File: config.mk
export PLATFORM = sky130hd
export DESIGN_NAME = p405s_strgldgather
export DESIGN_NICKNAME = d
export VERILOG_FILES = /design/src/rtl/p405s_strgldgather_pkg.sv /design/src/rtl/p405s_strgldgather_bytemerge.sv /design/src/rtl/p405s_strgldgather.sv
export SDC_FILE = /design/constraint.sdc
export NUM_CORES = 1
export LEC_CHECK = 0
export BUFFER_PORTS_ARGS = -buffer_cell sky130_fd_sc_hd__buf_2
export CORE_MARGIN = 2
export CORE_UTILIZATION = 59
export DETAILED_ROUTE_END_ITERATION = 6
export MAX_ROUTING_LAYER = met4
export PLACE_DENSITY = 0.79
export SLEW_MARGIN = 20
export SYNTH_ARGS = -nofsm -noshare
export SYNTH_HDL_FRONTEND = slang
export SYNTH_HIERARCHICAL = 1
export SYNTH_SLANG_ARGS = --single-unit
File: constraint.sdc
create_clock -name CB -period 5 [get_ports CB]
set_input_delay 0.25 -clock CB [delete_from_list [all_inputs] [get_ports CB]]
set_output_delay 0.25 -clock CB [all_outputs]
set_load 0.05 [all_outputs]
File: src/rtl/p405s_strgldgather_pkg.sv
// Shared types and helpers for the string/multiple load gather stage.
// Holds the FSM encoding, stage geometry and the byte-lane merge used by the packer.
package p405s_strgPkg;

    localparam int unsigned STRG_MAX_BYTES = 128;
    localparam int unsigned STAGE_BYTES    = 7;
    localparam int unsigned STAGE_W        = 8 * STAGE_BYTES;
    localparam int unsigned WORD_W         = 32;
    localparam int unsigned GPR_AW         = 5;
    localparam int unsigned REMAIN_W       = 8;

    typedef enum logic [1:0] {
        ST_IDLE   = 2'd0,
        ST_GATHER = 2'd1,
        ST_DRAIN  = 2'd2
    } strgState_e;

    typedef struct packed {
        logic              en;
        logic [GPR_AW-1:0] addr;
        logic [WORD_W-1:0] data;
    } strgGprWr_t;

    // Keep the first stageCnt staged bytes and append eff bytes of beat (left-justified) behind them.
    function automatic logic [STAGE_W-1:0] strgMergeBytes(
        input logic [STAGE_W-1:0] stage,
        input logic [2:0]         stageCnt,
        input logic [WORD_W-1:0]  beat,
        input logic [2:0]         eff
    );
        logic [STAGE_W-1:0] keepMask;
        logic [WORD_W-1:0]  beatMask;
        logic [STAGE_W-1:0] beatWide;
        keepMask = ~({STAGE_W{1'b1}} >> {stageCnt, 3'b000});
        beatMask = ~({WORD_W{1'b1}} >> {eff, 3'b000});
        beatWide = {beat & beatMask, {(STAGE_W - WORD_W){1'b0}}} >> {stageCnt, 3'b000};
        return (stage & keepMask) | beatWide;
    endfunction

endpackage

File: src/rtl/p405s_strgldgather_bytemerge.sv
// Combinational byte-lane shifter: drops eff beat bytes at offset stageCnt in the 7-byte stage.
module p405s_strgByteMerge
    import p405s_strgPkg::*;
(
    input  logic [STAGE_W-1:0] stage,
    input  logic [2:0]         stageCnt,
    input  logic [WORD_W-1:0]  beat,
    input  logic [2:0]         eff,
    output logic [STAGE_W-1:0] mergedStage_c
);

    assign mergedStage_c = strgMergeBytes(stage, stageCnt, beat, eff);

endmodule

File: src/rtl/p405s_strgldgather.sv
// Load-data gather for lswi/lswx/lmw: packs 1-4 byte beats big-endian into GPR words,
// stepping the target register mod 32 and zero-padding the final partial word.
module p405s_strgldgather
    import p405s_strgPkg::*;
(
    input  logic                CB,
    input  logic                RSTN,
    input  logic                gthStart,
    input  logic [GPR_AW-1:0]   gthRt,
    input  logic [6:0]          gthTotal,
    input  logic                gthRaSkipEn,
    input  logic [GPR_AW-1:0]   gthRa,
    input  logic                ldValid,
    input  logic [2:0]          ldBytes,
    input  logic [WORD_W-1:0]   ldData,
    input  logic                flush,
    output logic                ldReady,
    output logic                gprWrEn,
    output logic [GPR_AW-1:0]   gprWrAddr,
    output logic [WORD_W-1:0]   gprWrData,
    output logic                busy,
    output logic                done
);

    strgState_e          state, stateNext;
    logic [REMAIN_W-1:0] remain, remainNext;
    logic [STAGE_W-1:0]  stage, stageNext;
    logic [2:0]          stageCnt, stageCntNext;
    logic [GPR_AW-1:0]   rt, rtNext;
    logic [GPR_AW-1:0]   raQ, raNext;
    logic                skipEnQ, skipEnNext;
    strgGprWr_t          wrQ, wrNext;
    logic                doneQ, doneNext;
    logic                busyQ, busyNext;
    logic                ldReadyQ, ldReadyNext;

    logic [2:0]          legalBytes;
    logic [2:0]          eff;
    logic [2:0]          mergedCnt;
    logic [STAGE_W-1:0]  mergedStage_c;
    logic                accept;
    logic                skipHit;

    // Illegal sizes behave as a full word; the final beat is clipped to what is still owed.
    assign legalBytes = (ldBytes == 3'd0 || ldBytes > 3'd4) ? 3'd4 : ldBytes;
    assign eff        = (remain < {5'd0, legalBytes}) ? remain[2:0] : legalBytes;
    assign mergedCnt  = stageCnt + eff;
    assign accept     = ldValid & ldReadyQ;
    assign skipHit    = skipEnQ & (rt == raQ);

    p405s_strgByteMerge uMerge (
        .stage         (stage),
        .stageCnt      (stageCnt),
        .beat          (ldData),
        .eff           (eff),
        .mergedStage_c (mergedStage_c)
    );

    // State and datapath registers.
    always_ff @(posedge CB or negedge RSTN) begin
        if (!RSTN) begin
            state    <= ST_IDLE;
            remain   <= '0;
            stage    <= '0;
            stageCnt <= '0;
            rt       <= '0;
            raQ      <= '0;
            skipEnQ  <= 1'b0;
            wrQ      <= '0;
            doneQ    <= 1'b0;
            busyQ    <= 1'b0;
            ldReadyQ <= 1'b0;
        end else begin
            state    <= stateNext;
            remain   <= remainNext;
            stage    <= stageNext;
            stageCnt <= stageCntNext;
            rt       <= rtNext;
            raQ      <= raNext;
            skipEnQ  <= skipEnNext;
            wrQ      <= wrNext;
            doneQ    <= doneNext;
            busyQ    <= busyNext;
            ldReadyQ <= ldReadyNext;
        end
    end

    // Next-state and next-output logic.
    always_comb begin
        stateNext    = state;
        remainNext   = remain;
        stageNext    = stage;
        stageCntNext = stageCnt;
        rtNext       = rt;
        raNext       = raQ;
        skipEnNext   = skipEnQ;
        wrNext       = wrQ;
        wrNext.en    = 1'b0;
        doneNext     = 1'b0;

        case (state)
            ST_IDLE: begin
                if (gthStart) begin
                    stateNext    = ST_GATHER;
                    remainNext   = (gthTotal == 7'd0) ? REMAIN_W'(STRG_MAX_BYTES)
                                                      : {1'b0, gthTotal};
                    stageNext    = '0;
                    stageCntNext = '0;
                    rtNext       = gthRt;
                    raNext       = gthRa;
                    skipEnNext   = gthRaSkipEn;
                end
            end
            ST_GATHER: begin
                if (accept) begin
                    remainNext = remain - REMAIN_W'(eff);
                    if (mergedCnt >= 3'd4) begin
                        wrNext.en    = ~skipHit;
                        wrNext.addr  = rt;
                        wrNext.data  = mergedStage_c[STAGE_W-1 -: WORD_W];
                        stageNext    = mergedStage_c << WORD_W;
                        stageCntNext = mergedCnt - 3'd4;
                        rtNext       = rt + 5'd1;
                    end else begin
                        stageNext    = mergedStage_c;
                        stageCntNext = mergedCnt;
                    end
                    if (remainNext == '0) begin
                        if (stageCntNext != 3'd0) begin
                            stateNext = ST_DRAIN;
                        end else begin
                            stateNext = ST_IDLE;
                            doneNext  = 1'b1;
                        end
                    end
                end
            end
            ST_DRAIN: begin
                // Bytes past stageCnt are always zero, so the top word is already padded.
                wrNext.en    = ~skipHit;
                wrNext.addr  = rt;
                wrNext.data  = stage[STAGE_W-1 -: WORD_W];
                stageNext    = '0;
                stageCntNext = '0;
                rtNext       = rt + 5'd1;
                stateNext    = ST_IDLE;
                doneNext     = 1'b1;
            end
            default: begin
                stateNext = ST_IDLE;
            end
        endcase

        // Flush aborts everything, including a start arriving in the same cycle.
        if (flush) begin
            stateNext    = ST_IDLE;
            remainNext   = '0;
            stageNext    = '0;
            stageCntNext = '0;
            rtNext       = rt;
            raNext       = raQ;
            skipEnNext   = skipEnQ;
            wrNext.en    = 1'b0;
            doneNext     = 1'b0;
        end

        busyNext    = (stateNext != ST_IDLE);
        ldReadyNext = (stateNext == ST_GATHER) && (remainNext != '0);
    end

    assign ldReady   = ldReadyQ;
    assign gprWrEn   = wrQ.en;
    assign gprWrAddr = wrQ.addr;
    assign gprWrData = wrQ.data;
    assign busy      = busyQ;
    assign done      = doneQ;

endmodule
**After elaboration in Yosys (flattened, before gate mapping)**

Index checks and enable logic that the tools add are counted.

- Register bits after elaboration: 121
- Input bits: 58
- Output and inout bits: 41
- Word-level logic and storage cells: 95

- Add/sub/neg operators: 4
- Order comparisons: 3
- Equality and inequality tests: 9
- Shifts and indexed selects: 3
- Multiplexer cells: 38
- Bitwise logic cells: 9
- Reduce and logical (&&, ||, !) cells: 16

Operator list:

| kind | count |
|---|---|
| $mux 56 | 4 |
| $pmux 56 s3 | 1 |
| $mux 38 | 2 |
| $pmux 38 s2 | 1 |
| $and 56x56->56 | 1 |
| $not 56->56 | 1 |
| $or 56x56->56 | 1 |
| $shr 56x6->56 | 1 |
| $shr 56x6->56 const A | 1 |
| $and 32x32->32 | 1 |
| $mux 8 | 4 |
| $not 32->32 | 1 |
| $shr 32x6->32 const A | 1 |
| $mux 3 | 8 |
| $pmux 8 s2 | 1 |
| $mux 5 | 3 |
| $pmux 5 s3 | 1 |
| $mux 2 | 5 |
| $pmux 3 s3 | 1 |
| $reduce_and 3->1 | 3 |
| $logic_not 8->1 | 1 |
| $lt 8x3->1 | 1 |
| $reduce_bool 8->1 | 1 |
| $sub 8x3->8 | 1 |
| other kinds (24) | 36 |

**Depth between registers and ports, before layout**

Gate-level depths: netlist of the first run.

- Word-level depth: 18
- Mapped depth: 18
- Gate-level depth less buffers: 17

**Modules after synthesis**

The synthesis of the first run kept the hierarchy.

By module, submodules not included:

| module | times used | cells each | area an instance (µm²) | sequential area each (µm²) |
|---|---|---|---|---|
| p405s_strgldgather | 1 | 588 | 6039.5 | 3027.9 |
| p405s_strgByteMerge | 1 | 283 | 1540.2 | 0.0 |

**Worst setup path before layout of the first run**

No wires, ideal clock.

- Path kind: input to register
- Start point: input port ldBytes[1]
- End point: register ldReadyQ, in the netlist ldReady
- Library setup time: 129 ps
- Arrival: 4394 ps
- Data required time: 4871 ps
- Path slack: 477 ps
- Stages on the path: 16
- Path buffers: 1
- Path through: or2_2 > ha_1 > or4b_1 > a211o_4 > buf_6 > o21ai_0 > ha_1 > inv_1 > ha_1 > nand2b_1 > a2111oi_0 > o211ai_1 > mux2i_1 > or4b_1 > o311a_1 > nor3b_1

- Cells in the longest elaborated chain, start to end: 18
- Elaborated cells on any way between the ends: 26
- Classes of those cells: 3 x add/sub; 3 x order compare; 1 x eq/ne; 13 x mux; 6 x reduce/logical

RTL lines:

| what | RTL line | text |
|---|---|---|
| from (decl) | p405s_strgldgather.sv:14 | `input logic [2:0] ldBytes,` |
| $gt 3x3->1 / $logic_not 3->1 (equally long branches) | p405s_strgldgather.sv:45 | `assign legalBytes = (ldBytes == 3'd0 \|\| ldBytes > 3'd4) ? 3'd4 : ldBytes;` |
| $logic_or 1x1->1 | p405s_strgldgather.sv:45 |  |
| $mux 3 (*) | p405s_strgldgather.sv:45 |  |
| $lt 8x3->1 | p405s_strgldgather.sv:46 | `assign eff = (remain < {5'd0, legalBytes}) ? remain[2:0] : legalBytes;` |
| $mux 3 (*) | p405s_strgldgather.sv:46 |  |
| net eff[0] | p405s_strgldgather.sv:38 | `logic [2:0] eff;` |
| $add 3x3->3 | p405s_strgldgather.sv:47 | `assign mergedCnt = stageCnt + eff;` |
| $sub 3x3->3 / $ge 3x3->1 (equally long branches) | p405s_strgldgather.sv:122, p405s_strgldgather.sv:117 |  |
| (+4 left out) | n/a |  |
| $mux 2 | p405s_strgldgather.sv:129 | `if (stageCntNext != 3'd0) begin` |
| $mux 2 | p405s_strgldgather.sv:128 | `if (remainNext == '0) begin` |
| $mux 2 | p405s_strgldgather.sv:115 | `if (accept) begin` |
| $pmux 2 s2 | p405s_strgldgather.sv:101 | `case (state)` |
| $mux 2 | p405s_strgldgather.sv:155 | `if (flush) begin` |
| $eq 2x1->1 | p405s_strgldgather.sv:168 | `ldReadyNext = (stateNext == ST_GATHER) && (remainNext != '0);` |
| $logic_and 1x1->1 (*) | p405s_strgldgather.sv:168 |  |
| net ldReadyNext | p405s_strgldgather.sv:35 | `logic ldReadyQ, ldReadyNext;` |
| to (signal assigned) | p405s_strgldgather.sv:84 | `ldReadyQ <= ldReadyNext;` |
| to (decl) | p405s_strgldgather.sv:35 |  |

Mark *: on every way through the listed nets, which the timed path passes. The rest lies on a longest branch. The select of a mux whose other input is x is not followed.
A chain may end at the register's enable or synchronous reset.

**Worst setup path in the final report of the first run**

- Start point: register remain[1]
- End point: register busyQ, in the netlist busy

- Cells in the longest elaborated chain, start to end: 14
- Elaborated cells on any way between the ends: 17
- Classes of those cells: 3 x add/sub; 2 x order compare; 9 x mux; 3 x reduce/logical

RTL lines:

| what | RTL line | text |
|---|---|---|
| from (decl) | p405s_strgldgather.sv:26 | `logic [REMAIN_W-1:0] remain, remainNext;` |
| from (signal assigned) | p405s_strgldgather.sv:75 | `remain <= remainNext;` |
| $lt 8x3->1 (*) | p405s_strgldgather.sv:46 |  |
| $mux 3 (*) | p405s_strgldgather.sv:46 |  |
| net eff[0] | p405s_strgldgather.sv:38 |  |
| $add 3x3->3 | p405s_strgldgather.sv:47 |  |
| $sub 3x3->3 / $ge 3x3->1 (equally long branches) | p405s_strgldgather.sv:122, p405s_strgldgather.sv:117 |  |
| $mux 3 | p405s_strgldgather.sv:117 | `if (mergedCnt >= 3'd4) begin` |
| $mux 3 | p405s_strgldgather.sv:115 |  |
| $mux 3 | p405s_strgldgather.sv:101 |  |
| $reduce_bool 3->1 | p405s_strgldgather.sv:129 |  |
| $mux 2 | p405s_strgldgather.sv:129 |  |
| $mux 2 (*) | p405s_strgldgather.sv:128 |  |
| $mux 2 (*) | p405s_strgldgather.sv:115 |  |
| $pmux 2 s2 (*) | p405s_strgldgather.sv:101 |  |
| $mux 2 (*) | p405s_strgldgather.sv:155 |  |
| $reduce_bool 2->1 (*) | p405s_strgldgather.sv:167 | `busyNext = (stateNext != ST_IDLE);` |
| net busyNext | p405s_strgldgather.sv:34 | `logic busyQ, busyNext;` |
| to (signal assigned) | p405s_strgldgather.sv:83 | `busyQ <= busyNext;` |
| to (decl) | p405s_strgldgather.sv:34 |  |

Marked as above.

==> impl_metrics.toml, run 1 <==
[synth]
syn_nets = 943
synth_mux_area_share_pct = 4.89
synth-xor-area-share_pct = 1.06
ys_types = 77
synth_top_family_by_area = "compound AO/OA/AOI/OAI gates"
synth_cells = 871
synth_adder_area_share_pct = 2.54
syn_area_sq_um = 7580
synth_simple_gate_area_share_pct = 17.4
yosysTopAreaCell = "dfrtp_1"
async_flop_share_pct = 100
ys_warn_count = 6
synth-main-ff-cell = "dfrtp_1"
synth_area_per_cell_sq_um = 8.70
yosysTopAreaCellShare_pct = 39.9
yosys-top-cells-area = "dfrtp_1 40%, nand2_1 7.0%, o21ai_0 5.5%"
yosys-top-cells-count = "142 x nand2_1, 121 x dfrtp_1, 84 x o21ai_0, 46 x clkbuf_1, 42 x a22oi_1"
synth_edf_count = 0
synth_most_common_cell = "nand2_1"
ys_seq_elements = 121
yosysSeqAreaShare_pct = 39.9
synth_compound_area_share_pct = 29.2

[worst_setup_path]
slowest_stage = "or4b_1"
cp_common_cell = "ha_1"
cp-start-kind = "register"
endpoint = "busy"
path_buf_inv = 1
cp-startpoint = "remain[1]"
cp.required_ns = 5.33
rrSetupSlack_ns = 0.45
reg2regPathDepth = 14
critical_path_class = "reg -> reg"
crit_chain = "ha_1 -> or4b_1 -> a211o_4 -> o21ai_0 -> ha_1 -> inv_1 -> ha_1 -> nand2b_1 -> a2111oi_0 -> o211ai_1 -> mux2i_1 -> or4b_1 -> o311a_1 -> o31ai_2"
arrival_ns = 4.88
critPathCaptureType = "register"
r2r_start = "remain[1]"
path_delay_family = "compound AO/OA/AOI/OAI gates"
rr_endpoint = "busy"
slowest_delay_ns = 0.57
worstSetupPathDepth = 14
crit_path_max_fanout = 14

[power]
power_density_nw_per_um2 = 372
p_leak_nw = 3.92
finalPower_mw = 3.26
peakVddDrop_mv = 0.258

[place]
dp_worst_setup_slack_ns = 0.236
port_buffers = 98
dpl.hpwl_um = 17200
post_dp_cell_area_sq_um = 8120
place.gp.congestion = 1.00

[timing]
clock.fmax_mhz = 220
fin_hold_ws_ns = 0.0586
setup_viol = 0
setup_slack_ns = 0.452
fin_crit_sh_pct = 91.0
worst_slew_pin_slew_ns = 1.05
fin_skew_ns = 0.00777
setup_tns_ns = 0
period_needed_ns = 4.55
slew_violations = 0
hold_viol_final = 0
rsz0062_at_grt = "no"
slew_headroom_pct = 29.9

[worst_hold_path]
hold_path_class = "in -> reg"

[detailed_routing]
postRouteAntennaNets = 0
viasPerCell = 6.90
drtIter0Drc = 1112
routed_wl_um = 25600
drc_errors = 0
first_pass_iters = 6
routedWlPerCell_um = 22.9
vias = 7719

[die]
start_util_pct = 60.3
fp.dieW_um = 117
die_h_um = 117
die_area_sq_um = 13800
rows = 41
io_pins = 99
core_area_sq_um = 12600

[final_layout]
fillers = 999
num_antenna_cells = 0
syn_to_final_growth_pct = 15.3
layout-drive-gt1-share_pct = 18.2
seqCellArea_sq_um = 3030
post-route-cell-area_sq_um = 8740
multi_input_area_sq_um = 4200
nets = 1005

[clock_tree]
clockBufferDepth = 2
cts_root_buf = "clkbuf_16"
clkLatencyLatePin_ns = 0.42
cts_tree = "yes"
cts_buffers = 17
cts.sinks = 121
clk_pin_slew_worst_paths_ns = 0.06
ctsHtreeMaxLevel = 4

[global_route]
grt_max_degree = 76
gr-total-overflow = 0
antenna_found_initial = 0
grt_pass1_vias = 7300
grt_pass1_wl_um = 40100
gr-usage-all-layers_pct = 38.1

[run_status]
outcome = "finished clean"

[flow_run]
cap_viol_max_count = 0
[state kept, by name, indices dropped and copies added (netlist names)]
signal,count
gprWrData,32
gprWrEn,1
stageCnt,3
gprWrAddr,5
busy,1
raQ,5
rt,5
state,2
stage,56
skipEnQ,1
ldReady,1
remain,8
done,1
[how the worst min path moves through the flow]
stage                     start           end  slack (ns)  cells after the start
finish              gthRaSkipEn       skipEnQ        0.06                      2
global route           gthRa[1]        raQ[1]        0.06                      2
CTS                 gthRaSkipEn       skipEnQ        0.05                      2
detailed placement         RSTN  gprWrAddr[3]        0.44                      1
global placement           RSTN         rt[4]        0.43                      1
floorplan                  RSTN          busy       -0.05                      0
[layout make-up]
| cell class | instances | share of cell area, % |
|---|---|---|
| flip-flops and latches | 121 | 34.6 |
| well taps | 172 | 2.46 |
| repair buffers | 113 | 6.96 |
| clock inverters | 9 | 1.60 |
| inverters | 22 | 0.945 |
| clock buffers | 23 | 5.35 |
| multi-input cells | 658 | 48.0 |
[where the power goes]
part | switching, mW | internal (mW) | leakage [nW]
clock | 0.461 | 0.814 | 0.288
combinational | 0.600 | 0.296 | 1.97
sequential | 0.0571 | 1.03 | 1.66
[layout by cell type, fill, tap and decap left out, types with 5 or more instances in the layout]
| master | n |
|---|---|
| nor4_1 | 8 |
| o221ai_1 | 5 |
| o211ai_1 | 7 |
| mux2i_1 | 28 |
| a221o_1 | 6 |
| or3_1 | 7 |
| o31ai_1 | 6 |
| nand3_1 | 7 |
| mux2_2 | 8 |
| a31oi_1 | 21 |
| and3_1 | 23 |
| ha_1 | 13 |
| o32ai_1 | 8 |
| a221oi_1 | 5 |
| o21ai_0 | 84 |
| a22o_1 | 41 |
| buf_2 | 97 |
| buf_4 | 15 |
| o21ai_1 | 30 |
| nor2_1 | 27 |
| nor3_1 | 19 |
| nor2b_1 | 9 |
| or2_2 | 7 |
| nand2_1 | 142 |
| o22ai_1 | 9 |
| dfrtp_1 | 121 |
| inv_1 | 19 |
| clkbuf_16 | 17 |
| a22oi_1 | 42 |
| a21oi_1 | 20 |
[metal layers]
| layer | vias up | GRT usage (%) | share of wire, % |
|---|---|---|---|
| met5 | - | - | 0 |
| met4 | 0 | 12.6 | 2.7 |
| met3 | 76 | 10.0 | 12 |
| met2 | 557 | 54.8 | 45 |
| met1 | 3715 | 52.8 | 41 |
| li1 | 3371 | - | - |
[what timing repair did]
action,CTS,global route
resized for setup,0,0
endpoints found under the setup margin,0,0
hold endpoints to repair,5,0
setup buffers,0,0
hold buffers,1,0
[worst reg2reg max path: stages (launching register included)]
cell and delay, ns:
dfrtp_1 0.44, ha_1 0.24, or4b_1 0.57, a211o_4 0.43, o21ai_0 0.25, ha_1 0.19, inv_1 0.04, ha_1 0.30
nand2b_1 0.14, a2111oi_0 0.53, o211ai_1 0.17, mux2i_1 0.30, or4b_1 0.50, o311a_1 0.16, o31ai_2 0.19
[cell families (layout without fill, tap and decap cells)]
logic type      after synthesis  count (layout)
xor+xnor                      7               7
flops                       121             121
buf+inv                      92             167
mux                          36              36
compound gates              323             323
fa+ha+maj                    15              15
simple gates                277             277
[through the flow]
step	utilization, %	cells
2_1_floorplan	-	871
3_3_place_gp	64.6	1085
3_5_place_dp	64.6	1085
4_1_cts	69.5	1118
5_1_grt	69.5	1118
6_report	69.5	1118
Note: power is estimated with default switching activity, not from simulation.
==> run 2: changes to the inputs <==
RECOVER_POWER = 50   (was not set)
==> impl_metrics.toml, run 2 (synthesis results as in run 1) <==
[run_status]
outcome = "finished, violations left"
violations = "capacitance limit, slew limit"

[worst_setup_path]
path_delay_family = "compound AO/OA/AOI/OAI gates"
critical_path_class = "reg -> reg"
path_buf_inv = 1
crit_path_max_fanout = 14
slowest_delay_ns = 0.57
cp-start-kind = "register"
cp.required_ns = 5.33
cp_common_cell = "ha_1"
slowest_stage = "or4b_1"
crit_chain = "ha_1 -> or4b_1 -> a211o_4 -> o21ai_0 -> ha_1 -> inv_1 -> ha_1 -> nand2b_1 -> a2111oi_0 -> o211ai_1 -> mux2i_1 -> or4b_1 -> o311a_1 -> o31ai_2"
arrival_ns = 4.86
rrSetupSlack_ns = 0.47
critPathCaptureType = "register"

[clock_tree]
cts.sinks = 121
clkLatencyLatePin_ns = 0.42
clockBufferDepth = 2
cts_root_buf = "clkbuf_16"
post_cts_buffers = 0
cts_tree = "yes"
cts_resized = 0
ctsHtreeMaxLevel = 4
cts_buffers = 17
clk_pin_slew_worst_paths_ns = 0.06

[timing]
setup_viol = 0
fin_skew_ns = 0.00782
slew_violations = 76
setup_slack_ns = 0.471
hold_viol_final = 0
rsz0062_at_grt = "no"
period_needed_ns = 4.53
setup_tns_ns = 0
slew_headroom_pct = -166
worst_slew_pin_slew_ns = 3.98
fin_crit_sh_pct = 90.6
clock.fmax_mhz = 221

[die]
rows = 41
fp.dieW_um = 117
die_area_sq_um = 13800
io_pins = 99
die_h_um = 117
core_area_sq_um = 12600
start_util_pct = 60.3

[power]
power_switching_mw = 1.12
combPwrFrac_pct = 27.5
switching_share_pct = 34.4
cell_internal_pwr_mw = 2.13
p_leak_nw = 3.74
power_frac_seq_pct = 33.3
power_density_nw_per_um2 = 375
clock_power_share_pct = 39.2
peakVddDrop_mv = 0.256

[place]
dpl.hpwl_um = 17200
place.gp.congestion = 1.00
dp_worst_setup_slack_ns = 0.236
port_buffers = 98

[detailed_routing]
drtIter0Drc = 1193
routedWlPerCell_um = 22.9
vias = 7805
drc_errors = 0
first_pass_iters = 5
viasPerCell = 6.98
routed_wl_um = 25600
postRouteAntennaNets = 0

[global_route]
gr-total-overflow = 0
gr-usage-all-layers_pct = 38.1
grt_pass1_wl_um = 40100
antenna_found_initial = 0
grt_max_degree = 76
grt_pass1_vias = 7300

[final_layout]
syn_to_final_growth_pct = 14.6
final_common_cell = "nand2_1"
num_antenna_cells = 0
seqCellArea_sq_um = 3030
fin_util_pct = 69.1
layout_common_cells = "142 x nand2_1, 121 x dfrtp_1, 84 x o21ai_0"
fillers = 1032
multi_input_area_sq_um = 4200
largest_reg_flops = 56
regMostFlops = "stage"
layout-drive-gt1-share_pct = 13.7
nets = 1005

[worst_hold_path]
hold_path_class = "in -> reg"

[flow_run]
cap_viol_max_count = 1
-- run 2: cell count changes in the layout (fill, tap and decap cells not counted) --
cell	change
buf_4	-1
clkbuf_1	+42
buf_2	-41
-- run 2: layout make-up --
| type | count | share of cell area (%) |
|---|---|---|
| Clock buffer | 23 | 5.39 |
| Sequential cell | 121 | 34.9 |
| Clock inverter | 9 | 1.61 |
| Timing Repair Buffer | 113 | 6.37 |
| Tap cell | 172 | 2.48 |
| Inverter | 22 | 0.951 |
| Multi-Input combinational cell | 658 | 48.3 |
-- run 2: what timing repair did --
item | in CTS | in global routing
endpoints found under the setup margin | 0 | 0
hold endpoints to repair | 5 | 0
hold buffers | 1 | 0
-- run 2: power by group through the flow --
stage               registers, mW  clock network, mW  logic (mW)
global route                 1.09               1.33       0.953
floorplan                    1.12                  0       0.574
CTS                          1.08               1.29       0.869
detailed placement           1.10                  0       0.862
global placement             1.10                  0       0.843
finish                       1.08               1.28       0.893
-- run 2: final timing paths --
path / to / from / depth (start not counted)
worst min-delay path: skipEnQ / gthRaSkipEn / 2
min in group asynchronous: rt[4] / RSTN / 2
worst min register to register: gprWrEn / skipEnQ / 1
worst max-delay path: busy / remain[1] / 14
max in group asynchronous: remain[1] / RSTN / 3
worst max register to register: busy / remain[1] / 14
-- run 2: metal layers --
layer  vias up  track usage [%]  share of wire [%]
met1      3761             52.8                 41
li1       3372                -                  -
met4         0             12.6                2.8
met5         -                -                  0
met2       592             54.8                 44
met3        80             10.0                 12
-- run 2: metrics by stage --
step                      cells  power [mW]  hold slack, ns  area [sq um]
after floorplan             871        1.70         -0.0456          7580
after global placement     1085        1.94           0.433          8110
after detailed placement   1085        1.96           0.443          8120
after CTS                  1118        3.24          0.0484          8740
after global routing       1118        3.38          0.0573          8680
final                      1118        3.25          0.0596          8680
-- run 2: worst register-to-register path: stages (launching register included) --
cell,delay (ns)
dfrtp_1,0.45
ha_1,0.24
or4b_1,0.57
a211o_4,0.43
o21ai_0,0.25
ha_1,0.19
inv_1,0.04
ha_1,0.30
nand2b_1,0.14
a2111oi_0,0.52
o211ai_1,0.17
mux2i_1,0.30
or4b_1,0.50
o311a_1,0.16
o31ai_2,0.19
